**config.mk**
```make
export PLATFORM = sky130hd
export DESIGN_NAME = btn_conditioner
export DESIGN_NICKNAME = d
export VERILOG_FILES = /design/src/rtl/btn_conditioner.sv
export SDC_FILE = /design/constraint.sdc
export NUM_CORES = 1
export LEC_CHECK = 0
export ABC_CLOCK_PERIOD_IN_PS = 3400
export BUFFER_PORTS_ARGS = -buffer_cell sky130_fd_sc_hd__buf_2
export CAP_MARGIN = 20
export CORE_MARGIN = 4
export CORE_UTILIZATION = 40
export CTS_BUF_LIST = sky130_fd_sc_hd__clkbuf_2 sky130_fd_sc_hd__clkbuf_4 sky130_fd_sc_hd__clkbuf_8
export DETAILED_ROUTE_END_ITERATION = 8
export GPL_ROUTABILITY_DRIVEN = 0
export HOLD_SLACK_MARGIN = 0.03
export SKIP_CTS_REPAIR_TIMING = 1
export SLEW_MARGIN = 30
export SYNTH_ARGS = -nofsm -noshare
export SYNTH_HDL_FRONTEND = slang
export SYNTH_SLANG_ARGS = --single-unit
```
**constraint.sdc**
```tcl
create_clock -name clk -period 3.4 [get_ports clk]
set_input_delay 0.17 -clock clk [delete_from_list [all_inputs] [get_ports clk]]
set_output_delay 0.17 -clock clk [all_outputs]
set_load 0.02 [all_outputs]
```
**src/rtl/btn_conditioner.sv**
```systemverilog
// Button conditioner: 2-flop synchroniser, counter-based debounce FSM, press/release pulses.
// Optional long-press pulse enabled by defining BTN_LONG_PRESS_EN.
module btn_conditioner #(
  parameter int unsigned DEBOUNCE_CYCLES = 1250000,
  parameter int unsigned CNT_WIDTH       = 21,
  parameter int unsigned LONG_CYCLES     = 125000000,
  parameter int unsigned LONG_WIDTH      = 27
) (
  input  logic clk,
  input  logic rst_n,
  input  logic btn,
  output logic btn_level,
  output logic press_pulse,
  output logic release_pulse,
  output logic long_pulse
);

  typedef enum logic [1:0] {IDLE, ARMING, PRESSED, RELEASING} state_t;

  localparam logic [CNT_WIDTH-1:0] CNT_LAST = CNT_WIDTH'(DEBOUNCE_CYCLES - 1);

  logic                 r_s1;
  logic                 r_s2;
  logic                 w_sync;
  state_t               r_state;
  state_t               w_state_nxt;
  logic [CNT_WIDTH-1:0] r_cnt;
  logic [CNT_WIDTH-1:0] w_cnt_nxt;
  logic                 r_level;
  logic                 r_press;
  logic                 r_release;
  logic                 w_level_nxt;
  logic                 w_press_nxt;
  logic                 w_release_nxt;

  always_ff @(posedge clk or negedge rst_n) begin
    if (!rst_n) begin
      r_s1 <= 1'b0;
      r_s2 <= 1'b0;
    end else begin
      r_s1 <= btn;
      r_s2 <= r_s1;
    end
  end

  assign w_sync = r_s2;

  always_ff @(posedge clk or negedge rst_n) begin
    if (!rst_n) begin
      r_state   <= IDLE;
      r_cnt     <= '0;
      r_level   <= 1'b0;
      r_press   <= 1'b0;
      r_release <= 1'b0;
    end else begin
      r_state   <= w_state_nxt;
      r_cnt     <= w_cnt_nxt;
      r_level   <= w_level_nxt;
      r_press   <= w_press_nxt;
      r_release <= w_release_nxt;
    end
  end

  // Counter is compared before increment and reloaded on each entry to a counting state.
  always_comb begin
    w_state_nxt   = r_state;
    w_cnt_nxt     = r_cnt;
    w_press_nxt   = 1'b0;
    w_release_nxt = 1'b0;
    case (r_state)
      IDLE: begin
        if (w_sync) begin
          w_state_nxt = ARMING;
          w_cnt_nxt   = '0;
        end
      end
      ARMING: begin
        if (!w_sync) begin
          w_state_nxt = IDLE;
        end else if (r_cnt == CNT_LAST) begin
          w_state_nxt = PRESSED;
          w_press_nxt = 1'b1;
        end else begin
          w_cnt_nxt = r_cnt + CNT_WIDTH'(1);
        end
      end
      PRESSED: begin
        if (!w_sync) begin
          w_state_nxt = RELEASING;
          w_cnt_nxt   = '0;
        end
      end
      RELEASING: begin
        if (w_sync) begin
          w_state_nxt = PRESSED;
        end else if (r_cnt == CNT_LAST) begin
          w_state_nxt   = IDLE;
          w_release_nxt = 1'b1;
        end else begin
          w_cnt_nxt = r_cnt + CNT_WIDTH'(1);
        end
      end
      default: w_state_nxt = IDLE;
    endcase
    w_level_nxt = (w_state_nxt == PRESSED) || (w_state_nxt == RELEASING);
  end

  assign btn_level     = r_level;
  assign press_pulse   = r_press;
  assign release_pulse = r_release;

`ifdef BTN_LONG_PRESS_EN
  localparam logic [LONG_WIDTH-1:0] HOLD_SAT = LONG_WIDTH'(LONG_CYCLES);

  logic [LONG_WIDTH-1:0] r_hold;
  logic [LONG_WIDTH-1:0] w_hold_nxt;
  logic                  r_long;
  logic                  w_long_nxt;

  // Hold counter saturates one past the trigger value so the pulse fires once per press.
  always_comb begin
    w_hold_nxt = r_hold;
    w_long_nxt = 1'b0;
    if (w_state_nxt == IDLE) begin
      w_hold_nxt = '0;
    end else if (r_state == ARMING && w_state_nxt == PRESSED) begin
      w_hold_nxt = '0;
    end else if (r_state == PRESSED && r_hold != HOLD_SAT) begin
      w_hold_nxt = r_hold + LONG_WIDTH'(1);
      w_long_nxt = (r_hold == HOLD_SAT - LONG_WIDTH'(1));
    end
  end

  always_ff @(posedge clk or negedge rst_n) begin
    if (!rst_n) begin
      r_hold <= '0;
      r_long <= 1'b0;
    end else begin
      r_hold <= w_hold_nxt;
      r_long <= w_long_nxt;
    end
  end

  assign long_pulse = r_long;
`else
  assign long_pulse = 1'b0;
`endif

endmodule

```
==> results of run 1 <==
==> worst max-delay path, stage by stage, from the launching register on <==
cell and delay (ns):
dfrtp_1 0.44, or4b_1 0.52, or4_4 0.46, o31ai_4 0.63, o21ba_2 0.24, a21oi_1 0.04
==> synthesized netlist by cell type (all sizes together), types with 3 or more instances <==
| master | count | area share [%] |
|---|---|---|
| dfrtp | 28 | 48 |
| nand2 | 14 | 3.6 |
| o21ai | 14 | 4.8 |
| nor2 | 12 | 3.1 |
| nand3 | 9 | 3.1 |
| o31ai | 9 | 5.9 |
| a21oi | 8 | 2.8 |
| nand4 | 6 | 2.6 |
| inv | 5 | 1.3 |
| or3 | 5 | 2.5 |
| nor4 | 4 | 1.7 |
| a21o | 3 | 1.6 |
| buf | 3 | 1.8 |
| xnor2 | 3 | 1.8 |
==> state kept, by name (all words and copies together) (netlist names) <==
register	cells
r_s1	1
r_s2	1
press_pulse	1
btn_level	1
release_pulse	1
r_state	2
r_cnt	21
==> through the flow <==
stage          util (%)  setup slack (ns)  hold slack [ns]
2_1_floorplan         -              1.20           -0.126
3_3_place_gp       44.6             0.993            0.223
3_5_place_dp       44.6             0.971            0.231
4_1_cts            45.2             0.957           -0.139
5_1_grt            45.8             0.780            0.388
6_report           45.8             0.966            0.369
==> worst paths after layout <==
check	depth (start not counted)	slack, ns	start	end
worst max-delay path	5	0.97	r_cnt[10]	r_cnt[15]
worst min-delay path	0	0.37	r_s1	r_s2
worst max register to register	5	0.97	r_cnt[10]	r_cnt[15]
worst min register to register	0	0.37	r_s1	r_s2
max in group asynchronous	2	2.62	rst_n	r_cnt[6]
min in group asynchronous	2	0.38	rst_n	r_cnt[5]
==> report_power, final <==
part	internal [mW]	total, mW	switching (mW)
combinational	0.0135	0.0405	0.0270
clock	0.0416	0.135	0.0935
sequential	0.339	0.346	0.00739
total	0.394	0.522	0.128
==> area by class of cell <==
class / instances / area share, %
tap: 46 / 3.68
inverter: 6 / 1.44
timing repair buffer: 10 / 4.32
sequential: 28 / 44.8
multi-input combinational: 112 / 44.4
clock buffer: 3 / 1.44
==> kinds of logic (layout without fill, tap and decap cells) <==
kind of cell,count (synthesis),in the layout
xor+xnor,4,4
mux,2,2
fa+ha+maj,1,1
flops,28,28
buf+inv,11,19
simple gates,61,61
other cells,1,1
compound gates,43,43
==> per-layer routing <==
metal	GRT usage [%]	vias up
li1	-	574
met1	21.4	572
met2	22.3	20
met3	1.97	4
met4	6.45	0
met5	0	-
==> impl_metrics.ini, run 1 <==
[run_status]
status = completed

[final_layout]
most-common-layout-cells = 28 x dfrtp_1, 14 x nand2_1, 12 x nor2_1
num-fill-cells = 340
final_cells = 205
seq_area_sq_um = 701
drive_above_1_share_pct = 11.3
nets = 165
area_delta_synth_final_pct = 7.84
n_antenna_cell = 0
final_cell_area_sq_mm = 0.00157
final_common_cell = dfrtp_1
multiInputGateArea_sq_um = 694

[route]
wl_met1_um = 1490
wl_um = 3030
vias_per_cell = 5.71
drc = 0
highest_layer = met4
wl_per_cell_um = 14.8
met2_length_um = 1400
drt-initial-drc-count = 117
vias = 1170
wl_met3_um = 104
drtPass1Iterations = 4
ant_nets = 0

[synthesis]
synthArstFlopShare_pct = 100
synthAdderAreaFrac_pct = 0.862
seq_area_frac_synth_pct = 48.3
syn_area_sq_mm = 0.00145
syn_avg_cell_area_sq_um = 9.61
synth_warnings = 0
synth_mux_area_share_pct = 1.55
synthCells = 151
synth.net_count = 155
synth_top_family_by_area = simple AND/OR/NAND/NOR gates
synth_xor_area_share_pct = 2.41
synth_compound_area_share_pct = 20.0
ys_ff_latch = 28
synth-main-ff-cell = dfrtp_1
yosys.area_share.simple_pct = 22.8
synth-edff-count = 0
synthDistinctLibCells = 40

[floorplanning]
initial_core_util_pct = 42.5
die_x_um = 68.2
ios = 7
fp.coreArea_sq_mm = 0.00342
die_h_um = 68.2
rows = 21
dieArea_sq_mm = 0.00466

[clock_network]
cts_root_buf = clkbuf_4
clock_path_buffers = 2
insertion_delay_ns = 0.32
htree_levels = 1
cts_tree = yes
numCtsBuffers = 3
cts.sinks = 28
clk_pin_slew_ns = 0.14

[placement]
place_hpwl_um = 2080
port_buffers = 5
place_inst = 200
placed_area_sq_mm = 0.00152

[flow_run]
maxCapViolations = 0

[timing]
period_share_pct = 71.6
slew_headroom_pct = 38.5
final_hold_viol_count = 0
finalSetupViolations = 0
tns_ns = 0
fin_worst_skew_ns = 0.00403
drv_slew = 0
worst_pin_slew_ns = 0.915
rsz0062_at_grt = false
min_period_ns = 2.43
max_freq_mhz = 411

[worst_setup_path]
cp.required_ns = 3.62
cp-start-kind = flop
cp.arrival_ns = 2.65
cp_max_fo = 15
crit_type = reg -> reg
cp-end-kind = flop

[global_route]
grt_max_degree = 29
grt_pass1_vias = 1098
grt_pass1_wl_um = 5200
overflow = 0
antenna_found_initial = 0
grt_usage_pct = 14.9

[pwr]
irDropWorstVdd_uv = 142
total_power_mw = 0.522
leakage_nw = 0.626
power.density_mw_per_mm2 = 333

[min_path]
min_path_type = reg -> reg
Note: power is estimated with default switching activity, not from simulation.
==> inputs of run 2 (changes only) <==
--- a/config.mk
+++ b/config.mk
@@ -5,7 +5,7 @@
 export SDC_FILE = /design/constraint.sdc
 export NUM_CORES = 1
 export LEC_CHECK = 0
-export ABC_CLOCK_PERIOD_IN_PS = 3400
+export ABC_CLOCK_PERIOD_IN_PS = 2250
 export BUFFER_PORTS_ARGS = -buffer_cell sky130_fd_sc_hd__buf_2
 export CAP_MARGIN = 20
 export CORE_MARGIN = 4
==> constraint.sdc (replaced) <==
create_clock -name clk -period 2.25 [get_ports clk]
set_input_delay 0.1125 -clock clk [delete_from_list [all_inputs] [get_ports clk]]
set_output_delay 0.1125 -clock clk [all_outputs]
set_load 0.02 [all_outputs]
==> impl_metrics.ini, run 2 (synthesis gave the netlist of run 1 again) <==
[global_route]
overflow = 0
grt_pass1_wl_um = 5380
antenna_found_initial = 0
grt_pass1_vias = 1082
grt_usage_pct = 15.5
grt_max_degree = 29

[timing]
min_period_ns = 2.24
slew_headroom_pct = 58.4
fin_worst_skew_ns = 0.00912
setup_slack_ns = 0.0106
rsz0062_at_grt = true
final_hold_viol_count = 0
max_freq_mhz = 447
period_share_pct = 99.5
drv_slew = 0
worst_pin_slew_ns = 0.623
tns_ns = 0
finalSetupViolations = 0

[final_layout]
reg_top3 = r_cnt: 21 flops, r_state: 2 flops
final_common_cell = dfrtp_1
drive_above_1_share_pct = 18.6
final_cell_area_sq_mm = 0.00170
seq_area_sq_um = 701
area_delta_synth_final_pct = 17.2
multiInputGateArea_sq_um = 707
nets = 177
final_cells = 218
most-common-layout-cells = 28 x dfrtp_1, 14 x nand2_1, 12 x nor2_1, 12 x buf_4
num-fill-cells = 322
n_antenna_cell = 0
largest_register = r_cnt
largest_register_ffs = 21

[placement]
place_hpwl_um = 2200
place_inst = 210
placed_area_sq_mm = 0.00161
pre_cts_ws_ns = 0.0345
port_buffers = 5

[route]
ant_nets = 0
vias_per_cell = 5.57
wl_per_cell_um = 14.5
wl_um = 3160
drc = 0
vias = 1215
drt-initial-drc-count = 109
drtPass1Iterations = 4

[flow_run]
maxCapViolations = 0

[floorplanning]
dieArea_sq_mm = 0.00466
rows = 21
fp.coreArea_sq_mm = 0.00342
ios = 7
initial_core_util_pct = 42.5
die_h_um = 68.2
die_x_um = 68.2

[worst_setup_path]
cp.arrival_ns = 2.47
cp.required_ns = 2.48
cp-end-kind = flop
crit_type = reg -> reg
cp-start-kind = flop
cp_max_fo = 4

[pwr]
p_int_mw = 0.641
irDropWorstVdd_uv = 335
seq_power_share_pct = 61.5
total_power_mw = 0.852
p_clk_share_pct = 29.9
p_sw_mw = 0.211
power.density_mw_per_mm2 = 501
netSwitchingFraction_pct = 24.7
leakage_nw = 0.705
power_frac_comb_pct = 8.6

[min_path]
min_path_type = in -> async

[clock_network]
numCtsBuffers = 3
cts_tree = yes
cts_root_buf = clkbuf_4
insertion_delay_ns = 0.34
htree_levels = 1
clock_path_buffers = 2
cts.sinks = 28
clk_pin_slew_ns = 0.16

[run_status]
status = completed
## run 2: changes by cell type in the layout (fill, tap and decap cells not counted), sizes merged
cell,change
buf,+12
clkbuf,+1
## run 2: worst paths after layout
path,start,endpoint,slack (ns),cells after the start
setup / recovery,r_cnt[10],r_state[1],0.01,4
hold / removal,rst_n,r_cnt[6],0.31,2
setup reg to reg,r_cnt[10],r_state[1],0.01,4
hold reg to reg,r_s1,r_s2,0.38,0
max in group asynchronous,rst_n,r_cnt[8],1.54,2
min in group clk,r_s1,r_s2,0.38,0
## run 2: power by group through the flow
stage	logic, mW	clock network (mW)	registers [mW]
finish	0.0736	0.255	0.524
global route	0.0836	0.286	0.526
CTS	0.0684	0.262	0.524
detailed placement	0.0679	0	0.533
global placement	0.0673	0	0.533
floorplan	0.0380	0	0.531
## run 2: metal layers
metal	share of wire, %	GRT usage, %	vias up
met2	48	24.5	38
met3	5.3	3.94	2
met4	0.66	3.72	0
li1	-	-	599
met5	0	0	-
met1	46	21.2	576
## run 2: worst max-delay path, stage by stage, from the launching register on
cell and delay (ns):
dfrtp_1 0.41, or4b_1 0.51, or4_4 0.47, or3_4 0.44, mux2_1 0.31
## run 2: metrics by stage
stage                     hold WS (ns)  utilization [%]
after floorplan                 -0.183                -
after global placement           0.160             47.1
after detailed placement         0.172             47.1
after CTS                       -0.204             48.2
after global routing             0.364             49.8
final                            0.306             49.8
## run 2: final cells by class
class	count	area share, %
flip-flops and latches	28	41.2
repair buffers	22	10.4
well taps	46	3.38
clock buffers	4	2.13
multi-input cells	112	41.5
inverters	6	1.32
==> inputs of run 3 (changes only) <==
--- a/config.mk
+++ b/config.mk
@@ -14,6 +14,7 @@
 export DETAILED_ROUTE_END_ITERATION = 8
 export GPL_ROUTABILITY_DRIVEN = 0
 export HOLD_SLACK_MARGIN = 0.03
+export RECOVER_POWER = 100
 export SKIP_CTS_REPAIR_TIMING = 1
 export SLEW_MARGIN = 30
 export SYNTH_ARGS = -nofsm -noshare
==> impl_metrics.ini, run 3 (synthesis gave the netlist of run 1 again) <==
[pwr]
leakage_nw = 0.685
power.density_mw_per_mm2 = 501
irDropWorstVdd_uv = 330

[final_layout]
largest_register_ffs = 21
final_cell_area_sq_mm = 0.00169
fin_util_pct = 49.5
area_delta_synth_final_pct = 16.5
reg_top3 = r_cnt: 21 flops, r_state: 2 flops
most-common-layout-cells = 28 x dfrtp_1, 14 x nand2_1, 12 x nor2_1
drive_above_1_share_pct = 15.7
final_common_cell = dfrtp_1
n_antenna_cell = 0
nets = 177
largest_register = r_cnt

[floorplanning]
fp.coreArea_sq_mm = 0.00342
initial_core_util_pct = 42.5
dieArea_sq_mm = 0.00466
ios = 7
rows = 21
die_h_um = 68.2
die_x_um = 68.2

[min_path]
min_path_type = reg -> reg

[route]
vias = 1235
drtPass1Iterations = 4
wl_per_cell_um = 14.6
vias_per_cell = 5.67
highest_layer = met4
drt-initial-drc-count = 131
drc = 0
ant_nets = 0
met2_length_um = 1530
wl_um = 3190
wl_met3_um = 208
wl_met1_um = 1430

[global_route]
grt_usage_pct = 15.5
antenna_found_initial = 0
grt_pass1_wl_um = 5380
grt_pass1_vias = 1082
grt_max_degree = 29
overflow = 0

[placement]
placed_area_sq_mm = 0.00161
place_hpwl_um = 2200
port_buffers = 5

[clock_network]
cts_root_buf = clkbuf_4
cts.sinks = 28
clk_pin_slew_ns = 0.16
clock_path_buffers = 2
cts_tree = yes
htree_levels = 1
numCtsBuffers = 3
insertion_delay_ns = 0.33

[worst_setup_path]
cp.arrival_ns = 2.47
cp-end-kind = flop
cp.required_ns = 2.48
crit_type = reg -> reg
cp_max_fo = 4
cp-start-kind = flop

[timing]
drv_slew = 0
slew_headroom_pct = 0.192
rsz0062_at_grt = true
min_period_ns = 2.24
period_share_pct = 99.4
fin_worst_skew_ns = 0.00793
final_hold_viol_count = 0
max_freq_mhz = 447
hold-worst-slack_ns = 0.378
finalSetupViolations = 0
worst_pin_slew_ns = 1.50

[run_status]
violations = capacitance limit
status = finished with violations

[flow_run]
maxCapViolations = 1
## run 3: routing by layer
layer / vias up / GRT usage, %
met2: 42 / 24.5
li1: 602 / -
met5: - / 0
met3: 2 / 3.94
met1: 589 / 21.2
met4: 0 / 3.72
## run 3: area by class of cell
class,instances,area (sq um)
clock buffer,4,36.3
sequential,28,701
multi-input combinational,112,707
timing repair buffer,22,166
inverter,6,22.5
fill,325,1730
tap,46,57.6
## run 3: where the power goes
| group | internal [mW] | switching [mW] |
|---|---|---|
| clock | 0.0991 | 0.153 |
| sequential | 0.512 | 0.0114 |
| combinational | 0.0285 | 0.0436 |
| total | 0.640 | 0.208 |
## run 3: critical path, stage by stage, from the launching register on
cell and delay (ns):
dfrtp_1 0.40, or4b_1 0.51, or4_4 0.47, or3_4 0.44, mux2_1 0.31
## run 3: worst paths after layout
path | end | start | slack [ns] | depth (start not counted)
max | r_state[1] | r_cnt[10] | 0.01 | 4
min | r_s2 | r_s1 | 0.38 | 0
max in group asynchronous | r_cnt[8] | rst_n | 0.74 | 2
min in group asynchronous | r_cnt[6] | rst_n | 0.65 | 2
min reg2reg | r_s2 | r_s1 | 0.38 | 0
max reg2reg | r_state[1] | r_cnt[10] | 0.01 | 4
## run 3: per-stage QoR
stage          TNS (ns)  power, mW  cells  setup slack, ns
6_report              0      0.848    218           0.0132
3_3_place_gp          0      0.600    210           0.0662
3_5_place_dp          0      0.601    210           0.0345
4_1_cts               0      0.854    214           0.0135
5_1_grt        -0.00578      0.894    218         -0.00578
2_1_floorplan         0      0.569    151           0.0535
